==> src/rtl/frame_seq_ctrl.sv <==
// frame_seq_ctrl: captures one IMG_W x IMG_H frame from a strobed
// (h_cont, v_cont, pix_in) stream into a frame buffer, then launches the
// classifier and latches its result.
//
// Optional feature macro: FRAME_SEQ_AUTO_REARM_EN
//   defined   : after result_valid, return to SYNC while arm is high, so
//               frames are captured back to back without re-arming.
//   undefined : always return to IDLE after the result.
//
// Handshake: every interface here is a single-cycle strobe with no
// back-pressure. pix_stb qualifies h_cont/v_cont/pix_in in the cycle it
// is high; infer_done qualifies cls_in in the cycle it is high. Outputs
// buf_we, infer_start, result_valid and frame_err are one-cycle pulses,
// all registered (they appear the cycle after the event that caused them).
module frame_seq_ctrl #(
  parameter int IMG_W  = 28,
  parameter int IMG_H  = 28,
  parameter int ADDR_W = 10,
  parameter int PIX_W  = 8,
  parameter int CLS_W  = 4
) (
  input  logic              clk,
  input  logic              reset,
  input  logic              arm,
  input  logic [4:0]        h_cont,
  input  logic [4:0]        v_cont,
  input  logic              pix_stb,
  input  logic [PIX_W-1:0]  pix_in,
  output logic              buf_we,
  output logic [ADDR_W-1:0] buf_addr,
  output logic [PIX_W-1:0]  buf_wdata,
  output logic              infer_start,
  input  logic              infer_done,
  input  logic [CLS_W-1:0]  cls_in,
  output logic [CLS_W-1:0]  result,
  output logic              result_valid,
  output logic              busy,
  output logic              frame_err,
  output logic [7:0]        drop_cnt
);

  // Last column / row in coordinate units (coordinates are 1-based).
  localparam logic [4:0]        H_LAST = 5'(IMG_W);
  localparam logic [4:0]        V_LAST = 5'(IMG_H);
  localparam logic [ADDR_W-1:0] STRIDE = ADDR_W'(IMG_W);

  typedef enum logic [1:0] {
    S_IDLE    = 2'd0,
    S_SYNC    = 2'd1,
    S_CAPTURE = 2'd2,
    S_INFER   = 2'd3
  } state_t;

  // FSM state; kept as a plainly named signal so checkers can bind to it.
  state_t state;
  state_t state_nxt;

  // Expected next coordinate while capturing.
  logic [4:0] exp_h;
  logic [4:0] exp_v;
  logic [4:0] exp_h_nxt;
  logic [4:0] exp_v_nxt;

  // Set once infer_start has been issued for the current INFER visit.
  logic launched;
  logic launched_nxt;

  logic              buf_we_nxt;
  logic [ADDR_W-1:0] buf_addr_nxt;
  logic [PIX_W-1:0]  buf_wdata_nxt;
  logic              infer_start_nxt;
  logic [CLS_W-1:0]  result_nxt;
  logic              result_valid_nxt;
  logic              frame_err_nxt;
  logic [7:0]        drop_cnt_nxt;

  // Decoded strobe qualifiers.
  logic              sof;
  logic              hit;
  logic              last_px;
  logic [ADDR_W-1:0] exp_addr;
  logic              rearm;

  // Start-of-frame, coordinate match and linear address of the expected pixel.
  always_comb begin
    sof      = pix_stb && (h_cont == 5'd1) && (v_cont == 5'd1);
    hit      = pix_stb && (h_cont == exp_h) && (v_cont == exp_v);
    last_px  = (exp_h == H_LAST) && (exp_v == V_LAST);
    exp_addr = ADDR_W'(exp_v - 5'd1) * STRIDE + ADDR_W'(exp_h - 5'd1);
`ifdef FRAME_SEQ_AUTO_REARM_EN
    rearm    = arm;
`else
    rearm    = 1'b0;
`endif
  end

  // Next-state and next-output logic for the capture/inference sequence.
  always_comb begin
    state_nxt        = state;
    exp_h_nxt        = exp_h;
    exp_v_nxt        = exp_v;
    launched_nxt     = launched;
    buf_we_nxt       = 1'b0;
    buf_addr_nxt     = buf_addr;
    buf_wdata_nxt    = buf_wdata;
    infer_start_nxt  = 1'b0;
    result_nxt       = result;
    result_valid_nxt = 1'b0;
    frame_err_nxt    = 1'b0;
    drop_cnt_nxt     = drop_cnt;

    case (state)
      S_IDLE: begin
        if (arm) begin
          state_nxt = S_SYNC;
        end
      end

      S_SYNC: begin
        // Anything other than the first pixel of a frame is discarded here.
        if (sof) begin
          buf_we_nxt    = 1'b1;
          buf_addr_nxt  = '0;
          buf_wdata_nxt = pix_in;
          exp_h_nxt     = 5'd2;
          exp_v_nxt     = 5'd1;
          state_nxt     = S_CAPTURE;
        end
      end

      S_CAPTURE: begin
        if (pix_stb) begin
          if (hit) begin
            buf_we_nxt    = 1'b1;
            buf_addr_nxt  = exp_addr;
            buf_wdata_nxt = pix_in;
            if (last_px) begin
              exp_h_nxt    = 5'd1;
              exp_v_nxt    = 5'd1;
              launched_nxt = 1'b0;
              state_nxt    = S_INFER;
            end else if (exp_h == H_LAST) begin
              exp_h_nxt = 5'd1;
              exp_v_nxt = exp_v + 5'd1;
            end else begin
              exp_h_nxt = exp_h + 5'd1;
            end
          end else if (sof) begin
            // A new frame started early: resynchronise on it immediately.
            frame_err_nxt = 1'b1;
            buf_we_nxt    = 1'b1;
            buf_addr_nxt  = '0;
            buf_wdata_nxt = pix_in;
            exp_h_nxt     = 5'd2;
            exp_v_nxt     = 5'd1;
          end else begin
            frame_err_nxt = 1'b1;
            exp_h_nxt     = 5'd1;
            exp_v_nxt     = 5'd1;
            state_nxt     = S_SYNC;
          end
        end
      end

      S_INFER: begin
        // The buffer belongs to the classifier now; launch it exactly once.
        if (!launched) begin
          infer_start_nxt = 1'b1;
          launched_nxt    = 1'b1;
        end
        if (sof && (drop_cnt != 8'hFF)) begin
          drop_cnt_nxt = drop_cnt + 8'd1;
        end
        if (infer_done) begin
          result_nxt       = cls_in;
          result_valid_nxt = 1'b1;
          state_nxt        = rearm ? S_SYNC : S_IDLE;
        end
      end

      default: begin
        state_nxt = S_IDLE;
      end
    endcase
  end

  // State and registered-output flops; reset abandons any frame in flight.
  always_ff @(posedge clk or posedge reset) begin
    if (reset) begin
      state        <= S_IDLE;
      exp_h        <= 5'd1;
      exp_v        <= 5'd1;
      launched     <= 1'b0;
      buf_we       <= 1'b0;
      buf_addr     <= '0;
      buf_wdata    <= '0;
      infer_start  <= 1'b0;
      result       <= '0;
      result_valid <= 1'b0;
      frame_err    <= 1'b0;
      drop_cnt     <= 8'd0;
    end else begin
      state        <= state_nxt;
      exp_h        <= exp_h_nxt;
      exp_v        <= exp_v_nxt;
      launched     <= launched_nxt;
      buf_we       <= buf_we_nxt;
      buf_addr     <= buf_addr_nxt;
      buf_wdata    <= buf_wdata_nxt;
      infer_start  <= infer_start_nxt;
      result       <= result_nxt;
      result_valid <= result_valid_nxt;
      frame_err    <= frame_err_nxt;
      drop_cnt     <= drop_cnt_nxt;
    end
  end

  // busy is a pure decode of the state register.
  always_comb begin
    busy = (state != S_IDLE);
  end

endmodule

==> config.mk <==
export PLATFORM = sky130hd
export DESIGN_NAME = frame_seq_ctrl
export DESIGN_NICKNAME = d
export VERILOG_FILES = /design/src/rtl/frame_seq_ctrl.sv
export SDC_FILE = /design/constraint.sdc
export NUM_CORES = 1
export LEC_CHECK = 0
export ABC_AREA = 1
export BUFFER_PORTS_ARGS = -buffer_cell sky130_fd_sc_hd__buf_4
export CAP_MARGIN = 15
export CORE_MARGIN = 2
export CORE_UTILIZATION = 50
export CTS_CLUSTER_DIAMETER = 80
export DETAILED_ROUTE_END_ITERATION = 10
export PLACE_DENSITY = 0.73
export SYNTH_ARGS = -nofsm -noshare
export SYNTH_HDL_FRONTEND = slang
export SYNTH_SLANG_ARGS = --single-unit
==> constraint.sdc <==
create_clock -name clk -period 5.8 [get_ports clk]
set_clock_uncertainty 0.15 [all_clocks]
set_input_delay 1.16 -clock clk [delete_from_list [all_inputs] [get_ports clk]]
set_output_delay 1.16 -clock clk [all_outputs]
set_load 0.01 [all_outputs]
==> results of run 1 <==
per-stage QoR:
stage	instances	hold slack (ns)	cell area (um2)	total power [uW]	setup slack, ns
after global placement	562	0.2682	3825	1735	1.781
after detailed placement	562	0.2727	3825	1761	1.756
after floorplan	431	0.2528	3318	1470	2.108
final	570	0.2876	3938	2006	1.712
after CTS	570	0.2856	3938	2012	1.736
after global routing	570	0.3083	3938	2241	1.285
placed cells by master (no fill, tap or decap), types with 2 or more instances in the layout:
| master | count |
|---|---|
| nand2_1 | 134 |
| buf_4 | 61 |
| inv_1 | 52 |
| dfrtp_1 | 45 |
| nand3_1 | 31 |
| ha_1 | 27 |
| nor2_1 | 23 |
| xor2_1 | 23 |
| o21ai_0 | 15 |
| nand4_1 | 12 |
| a21oi_1 | 12 |
| xnor2_1 | 6 |
| nor3_1 | 5 |
| inv_2 | 5 |
| clkbuf_8 | 5 |
| fa_1 | 3 |
| o22ai_1 | 2 |
| or2_2 | 2 |
| a21boi_0 | 2 |
| nand2_2 | 2 |
| a31oi_1 | 2 |
| a21o_1 | 2 |
| dfstp_2 | 2 |
power groups by stage:
stage | clock network (uW) | registers (uW) | logic, uW
after global routing | 262 | 429 | 1550
after CTS | 249 | 420 | 1340
after detailed placement | 0 | 426 | 1330
after global placement | 0 | 425 | 1310
final | 242 | 422 | 1340
after floorplan | 0 | 419 | 1050
worst paths after layout:
check / slack (ns) / cells after the start / endpoint
worst max-delay path: 1.71 / 24 / buf_addr[9]$_DFFE_PP0P_
worst min-delay path: 0.29 / 1 / infer_start$_DFF_PP0_
worst max register to register: 1.71 / 24 / buf_addr[9]$_DFFE_PP0P_
worst min register to register: 0.29 / 1 / infer_start$_DFF_PP0_
max in group asynchronous: 3.94 / 2 / exp_v[2]$_DFFE_PP0P_
min in group asynchronous: 0.94 / 2 / buf_wdata[5]$_DFFE_PP0P_
layer usage:
layer | up-vias | wire (um) | track usage (%)
met5 | - | 0 | 0
met4 | 0 | 78 | 5.483
met3 | 8 | 399 | 3.113
met2 | 77 | 3299 | 33.17
met1 | 1323 | 3393 | 30.27
li1 | 1502 | - | -
logic make-up (layout without fill, tap and decap cells):
logic type                 after synthesis  count (layout)  share of synthesized area, %
AOI/OAI and AO/OA                       38              38                         6.636
and+or+nand+nor                        220             220                         29.68
adders and majority gates               30              30                         11.99
buffers and inverters                   66             128                         8.182
xor gates and xnor gates                29              29                         7.654
muxes                                    1               1                        0.3393
DFF                                     47              47                         35.52
flip-flops by register name, indices dropped and copies added, names as in the netlist:
name	flops
buf_we	1
exp_h	5
result	4
result_valid	1
launched	1
frame_err	1
drop_cnt	8
infer_start	1
buf_wdata	8
buf_addr	10
state	2
exp_v	5
worst max-delay path, stage by stage (launching register included):
cell and delay, ns:
dfrtp_1 0.53, inv_1 0.18, ha_1 0.21, nand2_1 0.06, nand2_1 0.07, xor2_1 0.42
xnor2_1 0.18, inv_1 0.06, ha_1 0.17, a21o_1 0.15, ha_1 0.34, a21oi_1 0.19
nand2_1 0.08, xor2_1 0.14, ha_1 0.33, nand2_1 0.08, nor3_1 0.14, nand2_1 0.07
nand3_1 0.10, inv_1 0.05, nand3_1 0.08, nand3_1 0.07, nand2_1 0.06, nand2_1 0.05
nand2_1 0.05
layout make-up:
| cell class | instances | area [um2] |
|---|---|---|
| timing repair buffer | 61 | 457.9 |
| inverter | 59 | 224.0 |
| tap | 77 | 96.34 |
| sequential | 47 | 1179 |
| clock inverter | 3 | 43.79 |
| fill | 590 | 2449 |
| clock buffer | 5 | 68.82 |
| multi-input combinational | 318 | 1868 |
==> metrics, run 1 <==
Tmin final around 4 ns; final WL 7171 um; gr ovfl total 0; area grow syn2layout 18.67%; Iteration-0 DRC Markers 193; switching share of power 48.03%; max-cap violation count 0; core area 6386 um2; ANT nets after route 0; actual slew at the worst max-slew pin roughly 0.99 ns; Synth Instances around 430; Hold Path Class flip-flop to flip-flop; Setup Buffers After CTS 0; share of the synthesized area in the top cell type 33.94%; Mapped Area ~3300 um2; Flop pwr share a little over a fifth; final hold viol count 0; largest net degree at the start of global routing 48; worst hold start launched$_DFFE_PP0P_; Root Buffer clkbuf_8; IO Port Bufs 61; Num CTS Buffers 5; Cell variety after synth between 40 and 50; die area 7304 um2; DR vias/cell 5.105; Fin Setup TNS 0 ns; first-pass GRT wire length 12430 um; Top FF cell, synth dfrtp_1; required time of the critical path 5.89 ns; CTS max path bufs 2; Synth area leaders dfrtp_1, nand2_1, ha_1, xor2_1, inv_1; Synth warnings 0; Peak VDD IR approximately 0.35 mV; post-DP HPWL 5660 um; crit share post-route between 70% and 80%; Setup violations, final 0; drt pass-1 iters 4; Post-synth EDFFs 0; run status completed; PD cells about 500 nW/um2; Ports just over 60; logic gate share of total power between 60 and 70%; Setup crit start kind flip-flop; row count 29; Clk Latency, worst-skew pair 0.30 ns; critical path peak fanout 10; Die Span Y roughly 85 um; Setup CP Type flip-flop to flip-flop; switching power 963.6 uW; Async SR Flop Fraction 100.0%; synth cell count leaders nand2_1, inv_1, dfrtp_1, nand3_1, ha_1; sequential cell area fraction in the yosys report between 30% and 40%; vias post-DR about 2900; Avg WL per Cell roughly 13 um; starting density of the core 51.96%; initial antenna violation count 0; Placer Congestion roughly 0.84; vias in the first global route 2724; n_diodes 0; cts hold-fix bufs 0; reg2reg start exp_v[2]$_DFFE_PP0P_; Total GRT Usage between 20% and 30%; clock sink count 47; Rel. slew slack between 30% and 40%; Leak 0.002193 uW; clock-pin slew on the worst setup and hold paths 0.09 ns; RSZ-0062 raised after global routing no; #FFs+latches synth 47; Chip Width roughly 85 um; TritonCTS clock tree done; Pins Over Slew Limit 0; Worst setup EP type flip-flop; P_int 1043 uW; most numerous cell in the Yosys netlist nand2_1; DRC viols 0; cts repair resizes 0; clock share of power 12.1%; dominant cell type by area after synthesis dfrtp_1; H-Tree Depth 2; Final #Nets 549; Max Freq 244.6 MHz; crit path launch exp_v[2]$_DFFE_PP0P_; Post-Syn Nets ~490; final design utilization 61.66%; average size of a mapped cell approximately 7.7 um2; share of cells above drive strength 1 18.66%; critical path arrival 4.18 ns
Note: power is estimated with default switching activity, not from simulation.
==> run 2: changes to the inputs <==
--- a/config.mk
+++ b/config.mk
@@ -5,14 +5,14 @@
 export SDC_FILE = /design/constraint.sdc
 export NUM_CORES = 1
 export LEC_CHECK = 0
-export ABC_AREA = 1
+export ABC_AREA = 0
 export BUFFER_PORTS_ARGS = -buffer_cell sky130_fd_sc_hd__buf_4
 export CAP_MARGIN = 15
 export CORE_MARGIN = 2
 export CORE_UTILIZATION = 50
 export CTS_CLUSTER_DIAMETER = 80
 export DETAILED_ROUTE_END_ITERATION = 10
-export PLACE_DENSITY = 0.73
+export PLACE_DENSITY = 0.74
 export SYNTH_ARGS = -nofsm -noshare
 export SYNTH_HDL_FRONTEND = slang
 export SYNTH_SLANG_ARGS = --single-unit
==> constraint.sdc (replaced) <==
create_clock -name clk -period 3.9 [get_ports clk]
set_clock_uncertainty 0.15 [all_clocks]
set_input_delay 0.78 -clock clk [delete_from_list [all_inputs] [get_ports clk]]
set_output_delay 0.78 -clock clk [all_outputs]
set_load 0.01 [all_outputs]
==> run 2 against run 1 <==
Clock power is 57% higher. Flip-flop and latch count did not move. Wire length is 12% lower. Worst setup slack worse by 1.5 ns. Critical endpoint is now buf_addr[8]$_DFFE_PP0P_. Largest power group is now registers.
==> metrics, run 2 <==
run status completed; busiest grt layer met2; Filler cells 513 (-13%); setup ws final 0.1891 ns (-1.523 ns); commonest non-fill, non-tap cell in the layout buf_4; biggest regs buf_addr x10, buf_wdata x8, drop_cnt x8; number of flip-flops in the largest register 10 (unchanged); critical path arrival 3.77 ns (-0.41 ns); IO Port Bufs 61 (unchanged); core area 5956 um2 (-6.7%); Hold Path Sink infer_start$_DFF_PP0_; ANT nets after route 0 (unchanged); Post-synth EDFFs 0 (unchanged); reg2reg end buf_addr[8]$_DFFE_PP0P_; Chip Width 82.72 um (-3.2%); vias in the first global route 2170 (-20%); Die Span Y 82.72 um (-3.2%); Num CTS Buffers 5 (unchanged); Ports 62 (unchanged); RSZ-0062 raised after global routing no; cts hold-fix bufs 0 (unchanged); die area 6842 um2 (-6.3%); max-cap violation count 0 (unchanged); Top FF cell, synth dfrtp_1; Synth warnings 0 (unchanged); #FFs+latches synth 47 (unchanged); crit share post-route 95.15% (+25 points); actual slew at the worst max-slew pin 0.9755 ns (-0.01732 ns); H-Tree Depth 2 (unchanged); first-pass GRT wire length 9956 um (-20%); Worst setup EP type flip-flop; design area 3756 um2 (-4.6%); Post-Syn Nets 374 (-23%); final hold viol count 0 (unchanged); Setup violations, final 0 (unchanged); pre-CTS WS 0.01599 ns (-1.740 ns); Fin Setup TNS 0 ns (unchanged); most frequent cells in the layout buf_4, nand2_1, dfrtp_1; R2R setup slack 0.19 ns (-1.52 ns); area grow syn2layout 21.24%; Setup Buffers After CTS 0 (unchanged); met3 Use GR 4.022% (+0.91 points); share of the synthesized area in the top cell type 36.35% (+2.4 points); Iteration-0 DRC Markers 98 (-49%); Avg WL per Cell 13.80 um (+9.7%); Tmin final 3.711 ns (-0.3772 ns); Hold Path Class flip-flop to flip-flop; Synth Instances 317 (-26%); final design utilization 63.07% (+1.4 points); Final #Nets 439 (-20%); routing usage on met2 30.65% (-2.5 points); final WL 6322 um (-12%); Mapped Area 3098 um2 (-6.6%); Setup crit start kind flip-flop; tightest hold margin 0.3033 ns (+0.01574 ns); DR vias/cell 5.231 (+2.5%); share of cells above drive strength 1 27.15% (+8.5 points); dominant cell type by area after synthesis dfrtp_1; PD cells 377.3 nW/um2 (-26%); Placer Congestion 0.8603 (+1.9%); clock sink count 47 (unchanged); most numerous cell in the Yosys netlist nand2_1; Root Buffer clkbuf_8; Pins Over Slew Limit 0 (unchanged); Leak 0.001941 uW (-12%); sequential cell area fraction in the yosys report 38.05% (+2.5 points); clock-pin slew on the worst setup and hold paths 0.10 ns (about the same); Total GRT Usage 19.13% (-1.9 points); starting density of the core 52.02% (+0.058 points); synth cell count leaders nand2_1, dfrtp_1, ha_1, inv_1, xnor2_1; CTS max path bufs 2 (unchanged); hold depth 1 (unchanged); required time of the critical path 3.96 ns (-1.93 ns); Max Freq 269.5 MHz (+10%); cells on worst reg2reg path 13 (-46%); worst hold start launched$_DFFE_PP0P_; average size of a mapped cell 9.773 um2 (+27%); Synth area leaders dfrtp_1, ha_1, nand2_1, xnor2_1, xor2_1; Reg with most FFs buf_addr; post-DP HPWL 4857 um (-14%); n_diodes 0 (unchanged); Async SR Flop Fraction 100.0% (unchanged); Setup CP Type flip-flop to flip-flop; Cell variety after synth 52 (+21%); gr ovfl total 0 (unchanged); Rel. slew slack 34.87% (+1.2 points); Clk Latency, worst-skew pair 0.31 ns (about the same); Area after DPL 3602 um2 (-5.8%); DRC viols 0 (unchanged); TritonCTS clock tree done; initial antenna violation count 0 (unchanged); largest net degree at the start of global routing 48 (unchanged); vias post-DR 2396 (-18%); critical path peak fanout 5 (-5); drt pass-1 iters 4 (unchanged); row count 28 (-3.4%); GRT met1 Usage 26.38% (-3.9 points); Peak VDD IR 0.2053 mV (-41%); reg2reg start exp_v[1]$_DFFE_PP0P_
-- run 2: cell types whose count changed after synthesis, moves of 7 or more --
cell	previous run	this run
buf_6	0	7
inv_1	53	22
nand2_1	134	54
nand3_1	31	9
nor2_1	23	14
xnor2_1	6	18
xor2_1	23	16
-- run 2: report_power, final --
group | switching [uW] | internal (uW) | total, uW
sequential | 42.9 | 538 | 581
clock | 187 | 193 | 380
combinational | 252 | 203 | 455
-- run 2: kinds of logic after synthesis --
logic type                 after synthesis  share of synthesized area [%]
AOI/OAI and AO/OA                       51                          10.90
DFF                                     47                          38.05
and+or+nand+nor                        110                          17.16
muxes                                    7                          2.464
xor gates and xnor gates                39                          12.44
buffers and inverters                   33                          6.139
adders and majority gates               30                          12.84
-- run 2: routing by layer --
metal,vias up,wire (um)
li1,1209,-
met1,1132,2939
met2,50,2993
met3,5,322
met4,0,67
met5,-,0
-- run 2: layout make-up --
| class | instances | area [um2] | area share (%) |
|---|---|---|---|
| Multi-Input combinational cell | 237 | 1768 | 47.07 |
| Sequential cell | 47 | 1179 | 31.38 |
| Timing Repair Buffer | 69 | 518.0 | 13.79 |
| Tap cell | 75 | 93.84 | 2.498 |
| Inverter | 22 | 82.58 | 2.199 |
| Clock buffer | 5 | 68.82 | 1.832 |
| Clock inverter | 3 | 46.29 | 1.233 |
-- run 2: stage by stage --
step	std cells	total power, uW
floorplan	317	892.3
global placement	450	1034
detailed placement	450	1046
CTS	458	1429
global route	458	1509
finish	458	1417
-- run 2: worst max path at each step --
| stage | start | endpoint | slack, ns | cells after the start |
|---|---|---|---|---|
| after floorplan | exp_v[2]$_DFFE_PP0P_ | buf_addr[8]$_DFFE_PP0P_ | 0.04 | 14 |
| after global placement | exp_v[1]$_DFFE_PP0P_ | buf_addr[8]$_DFFE_PP0P_ | 0.13 | 13 |
| after detailed placement | exp_v[1]$_DFFE_PP0P_ | buf_addr[8]$_DFFE_PP0P_ | 0.02 | 13 |
| after CTS | exp_v[1]$_DFFE_PP0P_ | buf_addr[8]$_DFFE_PP0P_ | 0.04 | 14 |
| after global routing | exp_v[1]$_DFFE_PP0P_ | buf_addr[8]$_DFFE_PP0P_ | 0.02 | 14 |
| final | exp_v[1]$_DFFE_PP0P_ | buf_addr[8]$_DFFE_PP0P_ | 0.19 | 13 |
-- run 2: timing repair --
action / 4_1_cts / 5_1_grt
endpoints found under the setup margin: 1 / 3
pin swaps: 0 / 2
resized for setup: 1 / 8
-- run 2: critical path, cell delays in order, from the launching register on --
cell and delay (ns):
dfrtp_1 0.41, inv_2 0.10, ha_1 0.17, a21boi_4 0.21, xnor2_2 0.14, inv_1 0.10, fa_1 0.50, fa_2 0.42
xor2_1 0.17, ha_1 0.35, a21boi_1 0.17, o21a_1 0.18, or3_1 0.30, a32o_1 0.25
